## src/rtl/unidade_load_store_if.sv

```systemverilog
// unidade_load_store_if: CPU request channel plus data-memory port of the
// nRisc load/store unit. "master" is the unit itself (memory initiator);
// "slave" is the surrounding CPU datapath and data memory.
interface unidade_load_store_if #(
  parameter int LARG_DADO = 8,
  parameter int LARG_END  = 8
);
  logic                 Req;
  logic                 Esc;
  logic [LARG_END-1:0]  Endereco;
  logic [LARG_DADO-1:0] DadoEscrito;
  logic                 Pronto;
  logic                 RspValido;
  logic [LARG_DADO-1:0] RspDado;
  logic [LARG_END-1:0]  MemEndereco;
  logic [LARG_DADO-1:0] MemDadoEscrito;
  logic                 MemEscMem;
  logic                 MemLerMem;
  logic [LARG_DADO-1:0] MemDadoLido;

  modport master (
    input  Req, Esc, Endereco, DadoEscrito, MemDadoLido,
    output Pronto, RspValido, RspDado,
    output MemEndereco, MemDadoEscrito, MemEscMem, MemLerMem
  );

  modport slave (
    output Req, Esc, Endereco, DadoEscrito, MemDadoLido,
    input  Pronto, RspValido, RspDado,
    input  MemEndereco, MemDadoEscrito, MemEscMem, MemLerMem
  );
endinterface

```

## src/rtl/unidade_load_store.sv

```systemverilog
// unidade_load_store: load/store initiator for the nRisc data memory.
// Stores go through an in-order circular write buffer drained one per cycle;
// loads wait for the drain so program order is kept.
// Build macro STORE_FWD_EN: loads hitting the buffer are answered from the
// youngest matching entry; missing loads issue ahead of the pending drain.
module unidade_load_store #(
  parameter int LARG_DADO = 8,
  parameter int LARG_END  = 8,
  parameter int PROF_BUF  = 4
) (
  input logic Clock,
  input logic Reset,
  unidade_load_store_if.master bus
);
  localparam int unsigned PW = (PROF_BUF > 1) ? $clog2(PROF_BUF) : 1;
  localparam int unsigned CW = PW + 1;

  localparam logic [1:0] OCIOSO  = 2'd0;
  localparam logic [1:0] ESCREVE = 2'd1;
  localparam logic [1:0] LE      = 2'd2;

  logic [1:0]           estado;
  logic [LARG_END-1:0]  fila_end  [PROF_BUF];
  logic [LARG_DADO-1:0] fila_dado [PROF_BUF];
  logic [PW-1:0]        head, tail, head_nx;
  logic [CW-1:0]        cnt, cnt_nx;
  logic                 pend_load;
  logic [LARG_END-1:0]  ld_end;
  logic                 cheio, vazio, aceita, push, pop, ld_aceita;
  logic                 ld_ok, ld_prio;
  logic [LARG_END-1:0]  prox_end;
  logic [LARG_DADO-1:0] prox_dado;
  logic                 rsp_valido;
  logic [LARG_DADO-1:0] rsp_dado;
  logic [LARG_END-1:0]  mem_end;
  logic [LARG_DADO-1:0] mem_dado;
  logic                 mem_esc, mem_ler;

  assign cheio     = (cnt == CW'(PROF_BUF));
  assign vazio     = (cnt == '0);
  assign aceita    = bus.Req && !cheio && !pend_load;
  assign push      = aceita && bus.Esc;
  assign ld_aceita = aceita && !bus.Esc;
  assign pop       = (estado == ESCREVE);
  assign cnt_nx    = cnt + CW'(push) - CW'(pop);
  assign head_nx   = head + PW'(1);

  assign bus.Pronto         = !cheio && !pend_load;
  assign bus.RspValido      = rsp_valido;
  assign bus.RspDado        = rsp_dado;
  assign bus.MemEndereco    = mem_end;
  assign bus.MemDadoEscrito = mem_dado;
  assign bus.MemEscMem      = mem_esc;
  assign bus.MemLerMem      = mem_ler;

  // Entry to present after the head is popped; with one entry left and a
  // push on the same edge, that entry is the incoming store, not yet in the array.
  always_comb begin
    if (push && cnt == CW'(1)) begin
      prox_end  = bus.Endereco;
      prox_dado = bus.DadoEscrito;
    end else begin
      prox_end  = fila_end[head_nx];
      prox_dado = fila_dado[head_nx];
    end
  end

`ifdef STORE_FWD_EN
  logic                 fwd_match;
  logic [LARG_DADO-1:0] fwd_dado;
  logic [PW-1:0]        fwd_idx;
  logic                 fwd_pend;
  logic [LARG_DADO-1:0] fwd_dado_r;

  // Oldest-to-youngest scan of the valid entries; the last hit wins.
  always_comb begin
    fwd_match = 1'b0;
    fwd_dado  = '0;
    fwd_idx   = '0;
    for (int unsigned i = 0; i < PROF_BUF; i++) begin
      fwd_idx = head + PW'(i);
      if (CW'(i) < cnt && fila_end[fwd_idx] == bus.Endereco) begin
        fwd_match = 1'b1;
        fwd_dado  = fila_dado[fwd_idx];
      end
    end
  end

  assign ld_ok   = pend_load && !fwd_pend;
  assign ld_prio = ld_ok || (ld_aceita && !fwd_match);
`else
  assign ld_ok   = pend_load && vazio;
  assign ld_prio = 1'b0;
`endif

  // Buffer storage: written at the tail on every accepted store.
  always_ff @(posedge Clock) begin
    if (push) begin
      fila_end[tail]  <= bus.Endereco;
      fila_dado[tail] <= bus.DadoEscrito;
    end
  end

  // Pointers, pending load, FSM and registered memory/response outputs.
  always_ff @(posedge Clock or negedge Reset) begin
    if (!Reset) begin
      estado     <= OCIOSO;
      head       <= '0;
      tail       <= '0;
      cnt        <= '0;
      pend_load  <= 1'b0;
      ld_end     <= '0;
      rsp_valido <= 1'b0;
      rsp_dado   <= '0;
      mem_end    <= '0;
      mem_dado   <= '0;
      mem_esc    <= 1'b0;
      mem_ler    <= 1'b0;
`ifdef STORE_FWD_EN
      fwd_pend   <= 1'b0;
      fwd_dado_r <= '0;
`endif
    end else begin
      rsp_valido <= 1'b0;
      cnt        <= cnt_nx;
      if (push) tail <= tail + PW'(1);
      if (pop)  head <= head_nx;
      if (ld_aceita) begin
        ld_end    <= bus.Endereco;
        pend_load <= 1'b1;
      end
`ifdef STORE_FWD_EN
      if (ld_aceita) begin
        fwd_pend   <= fwd_match;
        fwd_dado_r <= fwd_dado;
      end
      if (fwd_pend) begin
        rsp_valido <= 1'b1;
        rsp_dado   <= fwd_dado_r;
        pend_load  <= 1'b0;
        fwd_pend   <= 1'b0;
      end
`endif
      case (estado)
        OCIOSO: begin
          if (ld_ok) begin
            estado  <= LE;
            mem_ler <= 1'b1;
            mem_end <= ld_end;
          end else if (!vazio) begin
            estado   <= ESCREVE;
            mem_esc  <= 1'b1;
            mem_end  <= fila_end[head];
            mem_dado <= fila_dado[head];
          end
        end
        ESCREVE: begin
          if (cnt_nx != '0 && !ld_prio) begin
            mem_end  <= prox_end;
            mem_dado <= prox_dado;
          end else begin
            estado   <= OCIOSO;
            mem_esc  <= 1'b0;
            mem_dado <= '0;
          end
        end
        LE: begin
          rsp_valido <= 1'b1;
          rsp_dado   <= bus.MemDadoLido;
          pend_load  <= 1'b0;
          mem_ler    <= 1'b0;
          estado     <= OCIOSO;
        end
        default: begin
          estado   <= OCIOSO;
          mem_esc  <= 1'b0;
          mem_ler  <= 1'b0;
          mem_dado <= '0;
        end
      endcase
    end
  end
endmodule

```

## src/flat_wrapper.sv

```systemverilog
// flat-port wrapper written by rule: the top's interface ports become plain ports
module unidade_load_store_flat 
#(
  parameter int LARG_DADO = 8,
  parameter int LARG_END  = 8,
  parameter int PROF_BUF  = 4
)
  (Clock, Reset, bus_Req, bus_Esc, bus_Endereco, bus_DadoEscrito, bus_MemDadoLido, bus_Pronto, bus_RspValido, bus_RspDado, bus_MemEndereco, bus_MemDadoEscrito, bus_MemEscMem, bus_MemLerMem);
  unidade_load_store_if #(.LARG_DADO(LARG_DADO), .LARG_END(LARG_END)) bus_i ();
  input logic Clock;
  input logic Reset;
  input wire logic [$bits(bus_i.Req)-1:0] bus_Req;
  input wire logic [$bits(bus_i.Esc)-1:0] bus_Esc;
  input wire logic [$bits(bus_i.Endereco)-1:0] bus_Endereco;
  input wire logic [$bits(bus_i.DadoEscrito)-1:0] bus_DadoEscrito;
  input wire logic [$bits(bus_i.MemDadoLido)-1:0] bus_MemDadoLido;
  output wire logic [$bits(bus_i.Pronto)-1:0] bus_Pronto;
  output wire logic [$bits(bus_i.RspValido)-1:0] bus_RspValido;
  output wire logic [$bits(bus_i.RspDado)-1:0] bus_RspDado;
  output wire logic [$bits(bus_i.MemEndereco)-1:0] bus_MemEndereco;
  output wire logic [$bits(bus_i.MemDadoEscrito)-1:0] bus_MemDadoEscrito;
  output wire logic [$bits(bus_i.MemEscMem)-1:0] bus_MemEscMem;
  output wire logic [$bits(bus_i.MemLerMem)-1:0] bus_MemLerMem;
  assign bus_i.Req = bus_Req;
  assign bus_i.Esc = bus_Esc;
  assign bus_i.Endereco = bus_Endereco;
  assign bus_i.DadoEscrito = bus_DadoEscrito;
  assign bus_i.MemDadoLido = bus_MemDadoLido;
  assign bus_Pronto = bus_i.Pronto;
  assign bus_RspValido = bus_i.RspValido;
  assign bus_RspDado = bus_i.RspDado;
  assign bus_MemEndereco = bus_i.MemEndereco;
  assign bus_MemDadoEscrito = bus_i.MemDadoEscrito;
  assign bus_MemEscMem = bus_i.MemEscMem;
  assign bus_MemLerMem = bus_i.MemLerMem;
  unidade_load_store #(.LARG_DADO(LARG_DADO), .LARG_END(LARG_END), .PROF_BUF(PROF_BUF)) u_core (.Clock(Clock), .Reset(Reset), .bus(bus_i));
endmodule
```

## config.mk

```make
export PLATFORM = sky130hd
export DESIGN_NAME = unidade_load_store_flat
export DESIGN_NICKNAME = d
export VERILOG_FILES = /design/src/rtl/unidade_load_store_if.sv /design/src/rtl/unidade_load_store.sv /design/src/flat_wrapper.sv
export SDC_FILE = /design/constraint.sdc
export NUM_CORES = 1
export LEC_CHECK = 0
export BUFFER_PORTS_ARGS = -buffer_cell sky130_fd_sc_hd__buf_2
export CAP_MARGIN = 0
export CELL_PAD_IN_SITES_DETAIL_PLACEMENT = 0
export CELL_PAD_IN_SITES_GLOBAL_PLACEMENT = 1
export CORE_MARGIN = 2
export CORE_UTILIZATION = 45
export DETAILED_ROUTE_END_ITERATION = 8
export MAX_ROUTING_LAYER = met4
export PLACE_DENSITY_LB_ADDON = 0.25
export SYNTH_ARGS = -nofsm -noshare
export SYNTH_HDL_FRONTEND = slang
export SYNTH_SLANG_ARGS = --single-unit
```

## constraint.sdc

```tcl
create_clock -name Clock -period 2.85 [get_ports Clock]
set_input_delay 0.1425 -clock Clock [delete_from_list [all_inputs] [get_ports Clock]]
set_output_delay 0.1425 -clock Clock [all_outputs]
set_load 0.005 [all_outputs]
```

Word-level counts from Yosys, hierarchy flattened
Memories as Yosys holds them, arrays and structs flattened.
Index checks and enable logic that the tools add are counted.
- input port bits: 28
- ROM bits: 0
- latch bits: 0
- bits in writable memories: 64
- memories: 2
- word-level logic and storage cells: 75
- register bits: 45
- output and inout port bits: 28
- add/sub/neg operators: 4
- divide/modulo/power cells: 0
- $mul: 0
- eq/ne operators: 10
- reduce and logical (&&, ||, !) cells: 20
- multiplexer cells: 25
- shifts and indexed selects: 0
- magnitude comparators: 0
- bitwise operators: 2
- memories (name ; words ; width ; rd ports ; clocked after Yosys merged registers in ; wr ports ; line ; text):
    u_core.fila_dado ; 4 ; 8 ; 2 ; 0 ; 1 ; unidade_load_store.sv:24 ; logic [LARG_DADO-1:0] fila_dado [PROF_BUF];
    u_core.fila_end ; 4 ; 8 ; 2 ; 0 ; 1 ; unidade_load_store.sv:23 ; logic [LARG_END-1:0] fila_end [PROF_BUF];
- operator list (kind ; number):
    8-bit two-way mux ; 8
    8-bit case mux with 3 select lines ; 1
    8-bit case mux with 2 select lines ; 1
    1-bit two-way mux ; 9
    2-bit != test (second input constant) ; 4
    1-bit logical AND ; 7
    2-bit two-way mux ; 3
    3-bit AND reduction ; 2
    2-bit by 1-bit adder with 2-bit output (second input constant) ; 2
    2-bit case mux with 2 select lines ; 1
    2-bit AND reduction ; 2
    4-bit AND reduction ; 1
    2-bit nonzero test ; 2
    3-bit by 1-bit adder with 3-bit output ; 1
    3-bit by 1-bit == test with 1-bit output (second input constant) ; 1
    3-bit == test (second input constant) ; 1
    1-bit logical NOT ; 3
    3-bit logical NOT ; 1
    3-bit != test (second input constant) ; 1
    1-bit case mux with 3 select lines ; 1
    3-bit nonzero test ; 1
    3-bit by 1-bit subtractor with 3-bit output ; 1
    2-bit by 1-bit == test with 1-bit output (second input constant) ; 1
    2-bit == test (second input constant) ; 1
    other kinds (4) ; 5

Longest topological paths before layout
- depth in word-level cells: 10
- gate-level depth with buffers: 13
- mapped depth without buffers: 11

Least setup slack after synthesis
OpenSTA, ideal clock, no wires.
- path type: flip-flop to flip-flop
- start: reg u_core.estado[0]
- end: reg u_core.mem_end[0] (netlist: u_core.bus.MemEndereco[0])
- library setup time: 0.128 ns
- arrival: 2.953 ns
- required time: 2.722 ns
- period minus slack after synthesis: 3.082 ns
- cell stages (with the launch flop): 13
- slack: -0.232 ns
- buffers on the path: 3
- path through: dfrtp_1 -> clkbuf_1 -> nand2_1 -> inv_1 -> clkbuf_1 -> ha_1 -> inv_1 -> ha_1 -> fa_1 -> o41ai_4 -> or2_1 -> buf_2 -> o31ai_1
- longest elaborated chain between the ends: 5
- elaborated cells on any way between the ends: 9
- those cells by class: 1 x add/sub; 3 x eq/ne; 1 x mux; 4 x reduce/logical
- RTL lines (item ; line ; text):
    start, declared ; unidade_load_store.sv:22 ; logic [1:0] estado;
    start signal, assigned ; unidade_load_store.sv:107 ; estado <= OCIOSO;
    start signal, assigned ; unidade_load_store.sv:147 ; estado <= LE;
    start signal, assigned ; unidade_load_store.sv:151 ; estado <= ESCREVE;
    2-bit by 1-bit == test with 1-bit output ; unidade_load_store.sv:44 ; assign pop = (estado == ESCREVE);
    3-bit by 1-bit subtractor with 3-bit output ; unidade_load_store.sv:45 ; assign cnt_nx = cnt + CW'(push) - CW'(pop);
    named net u_core.cnt_nx[1] ; unidade_load_store.sv:26 ; logic [CW-1:0] cnt, cnt_nx;
    3-bit nonzero test ; unidade_load_store.sv:158 ; if (cnt_nx != '0 && !ld_prio) begin
    2-bit != test (no source line) ; n/a ;
    3-bit AND reduction (no source line) ; n/a ;
    end signal, assigned ; unidade_load_store.sv:149 ; mem_end <= ld_end;
    end signal, assigned ; unidade_load_store.sv:153 ; mem_end <= fila_end[head];
    end signal, assigned ; unidade_load_store.sv:159 ; mem_end <= prox_end;
    end, declared ; unidade_load_store.sv:35 ; logic [LARG_END-1:0] mem_end;
The timed path passes the listed nets, and every way through them passes these cells.
A chain may end at the register's enable or synchronous reset.

Final worst setup path
- start: reg u_core.estado[0]
- end: reg u_core.mem_end[2] (netlist: u_core.bus.MemEndereco[2])
Same word-level chain as after synthesis.

==> metrics <==
run status finished clean; Syn-to-layout area delta 18.09%; Max H-tree Level 3; final hold violation count 0; CP endpoint kind flip-flop; final count of negative-setup-slack endpoints 0; worst endpoint required time 3.13 ns; worst hold path class primary input to flip-flop; count of input and output buffers 55; Final HPWL DP between 6000 and 7000 microns; worst hold slack 0.02198 ns; DR pass1 iterations 4; Post-route DRC 0; worst clock skew between 0.008 and 0.009 ns; Yosys warning total 0; fin crit share between 90% and 100%; Die Span Y approximately 110 microns; TritonCTS clock tree done; via count ~3.0k; wire per inst around 20 microns; Mapped Cells just over 300; CP Max Fanout 10; post-route cell area 5971 sq um; cell area after synthesis a little over 5000 sq um; DRT iter0 DRCs approximately 180; top_reg_cell synth edfxtp_1; critical path start-end classification flip-flop to flip-flop; Syn Area/Cell 16.69 sq um; Post-Syn Nets roughly 340; Setup TNS 0 ns; Post-layout nets roughly 420; Synth async-reset ratio around 41%; # Post-CTS Setup Buffers 0; clk buf depth 2; IO Count 56; first-pass GRT wire length 16,660 microns; Switching Share approximately a third; # fillers 868; DP Area 5587 sq um; Worst path slowest cell dfrtp_1; Final Util 54.84%; Seq/Total Area, Yosys 60.28%; Startpoint Class flip-flop; Antenna Cells 0; Root Driver clkbuf_8; Tmin final 2.678 ns; PwrDens between 900 and 1000 nW/um^2; Total GRT Usage 19.65%; CTS buffer count 9; Die ar. roughly 12,000 sq um; #FFs+latches synth roughly 110; Seq pwr share approximately two fifths; Clock Latency Late Sink 0.37 ns; vias in the first global route about 3.0k; core area around 11,000 sq um; Power Total 5.500 mW; maximum number of pins on one net before global-route repair 29; clock-pin slew on the worst setup and hold paths around 0.10 ns; Horiz. Die Dim 110 microns; P_leak between 2 and 2.5 nW; Psw ~1.8 mW; clk sink count 109; DRT Wirelength between 10,000 and 15,000 microns; antenna violations before repair 0; Std-Cell Rows 38; Internal about 3.7 mW; fmax about 370 MHz; maximum vdd drop 0.3745 mV; EDFF count, synth between 60 and 70; Distinct cells, synth 40; GP Congestion around 0.75; Overflow after GRT 0; max-slew violations 0; CP peak stage delay 0.45 ns; Vias/cell approximately 5.6; share of layout cells above drive strength 1 41.12%; Routed Antenna Nets 0; Starting Density between 40 and 50%; worst-margin pin slew 0.7901 ns; CP cell instances nand2_8 > inv_1 > ha_1 > inv_1 > ha_1 > fa_2 > xnor3_2 > o41ai_4 > buf_4 > o21ai_0 > o31ai_1; Clk pwr share 18.5%; Worst Path Arrival roughly 3.0 ns; max-cap violations 0; RSZ-0062 raised after global routing false; Comb power frac between 40% and 50%; Rel. slew slack 47.14%
-- area by class of cell --
cell class                 count  area, sq um  area share, %
multi-input combinational    165         1878          31.45
clock inverter                 7        90.09          1.509
inverter                      11        41.29         0.6915
timing repair buffer          93        613.1          10.27
tap                          140        175.2          2.934
clock buffer                   9        123.9          2.075
sequential                   109         3049          51.07
-- final timing paths --
check | cells past startpoint | startpoint | slack [ns] | end
min in group asynchronous | 2 | Reset | 0.33 | u_core.ld_end[2]$_DFFE_PN0P_
max reg2reg | 11 | u_core.estado[0]$_DFFE_PN0P_ | 0.17 | u_core.bus.MemEndereco[2]$_DFFE_PN0P_
min reg2reg | 1 | u_core.bus.MemLerMem$_DFFE_PN0P_ | 0.49 | u_core.bus.MemLerMem$_DFFE_PN0P_
max | 11 | u_core.estado[0]$_DFFE_PN0P_ | 0.17 | u_core.bus.MemEndereco[2]$_DFFE_PN0P_
min | 1 | bus_Endereco[4] | 0.02 | u_core.fila_end[0][4]$_DFFE_PP_
max in group asynchronous | 3 | Reset | 1.82 | u_core.bus.MemDadoEscrito[3]$_DFFE_PN0P_
-- power by group through the flow --
stage | clock network, mW | logic, mW | registers, mW
6_report | 1.02 | 2.28 | 2.20
5_1_grt | 1.11 | 2.52 | 2.24
4_1_cts | 1.04 | 2.27 | 2.21
3_5_place_dp | 0 | 2.26 | 2.24
3_3_place_gp | 0 | 2.20 | 2.23
2_1_floorplan | 0 | 1.74 | 2.17
-- layer usage --
layer / GRT usage, % / vias to the layer above / part of all wire, %
li1: - / 1367 / -
met1: 26.48 / 1530 / 46
met2: 30.06 / 90 / 48
met3: 2.881 / 15 / 4.7
met4: 8.409 / 0 / 1.8
met5: - / - / 0
-- worst max-delay path: cells and delay by family (launching register included) --
kind | cells | cell delay [ns]
buffers and inverters | 3 | 0.32
AO/OA/AOI/OAI | 3 | 0.56
adder cells (fa/ha/maj) | 3 | 0.85
AND/OR/NAND/NOR | 1 | 0.13
flip-flops | 1 | 0.45
XOR/XNOR | 1 | 0.28
-- layout by cell type (no fill, tap or decap), types with 2 or more instances in the layout --
master	n
dfrtp_1	44
buf_2	55
clkinv_2	2
xnor2_1	2
inv_1	10
dlygate4sd3_1	16
mux2_2	22
mux4_2	32
a211oi_1	8
nor2_1	6
clkbuf_8	9
o31ai_1	8
mux2_4	2
ha_1	6
and2_1	4
buf_4	21
nand2_1	2
nor2_2	2
a21o_1	9
edfxtp_1	64
a21oi_1	9
nor3_1	2
bufinv_16	2
nor2b_1	10
a21boi_0	8
a221o_1	8
o21ai_0	8
-- state kept, by name, summed over array words and instances, names as in the netlist --
name,flops
u_core.bus.MemDadoEscrito,8
u_core.bus.MemEndereco,8
u_core.bus.MemEscMem,1
u_core.bus.MemLerMem,1
u_core.bus.RspDado,8
u_core.bus.RspValido,1
u_core.cnt,3
u_core.estado,2
u_core.fila_dado,32
u_core.fila_end,32
u_core.head,2
u_core.ld_end,8
u_core.pend_load,1
u_core.tail,2
-- per-stage QoR --
step                setup WS [ns]  std cells
floorplan                0.001425        303
global placement           0.1852        502
detailed placement         0.1189        502
CTS                        0.1067        533
global route              0.05136        534
finish                     0.1723        534
-- cell usage after synthesis, types with 5 or more instances --
cell       n  area share [%]
a21boi_0   8             1.2
mux2_2    22             4.9
a211oi_1   8             1.2
inv_1     11            0.82
nor2b_1   10             1.2
nor2_1     8            0.59
a21oi_1    9            0.89
ha_1       6             1.5
a221o_1    8             1.6
a21o_1     9             1.3
mux4_2    32              14
dfrtp_1   45              22
buf_2      6            0.59
o31ai_1    8             1.2
edfxtp_1  64              38
o21ai_0    8            0.79
buf_6      5             1.1
-- cells by family after synthesis --
kind of cell | share of synthesized area [%]
buf+inv | 3.192
compound gates | 9.552
mux | 19.97
fa+ha+maj | 1.881
xor+xnor | 0.9899
simple gates | 4.133
flops | 60.28
-- what timing repair did --
action                     4_1_cts  5_1_grt
resized for setup                0        3
hold endpoints to repair        59        3
setup endpoints to repair        0       14
hold buffers                    15        1
(Power assumes the default switching activity.)
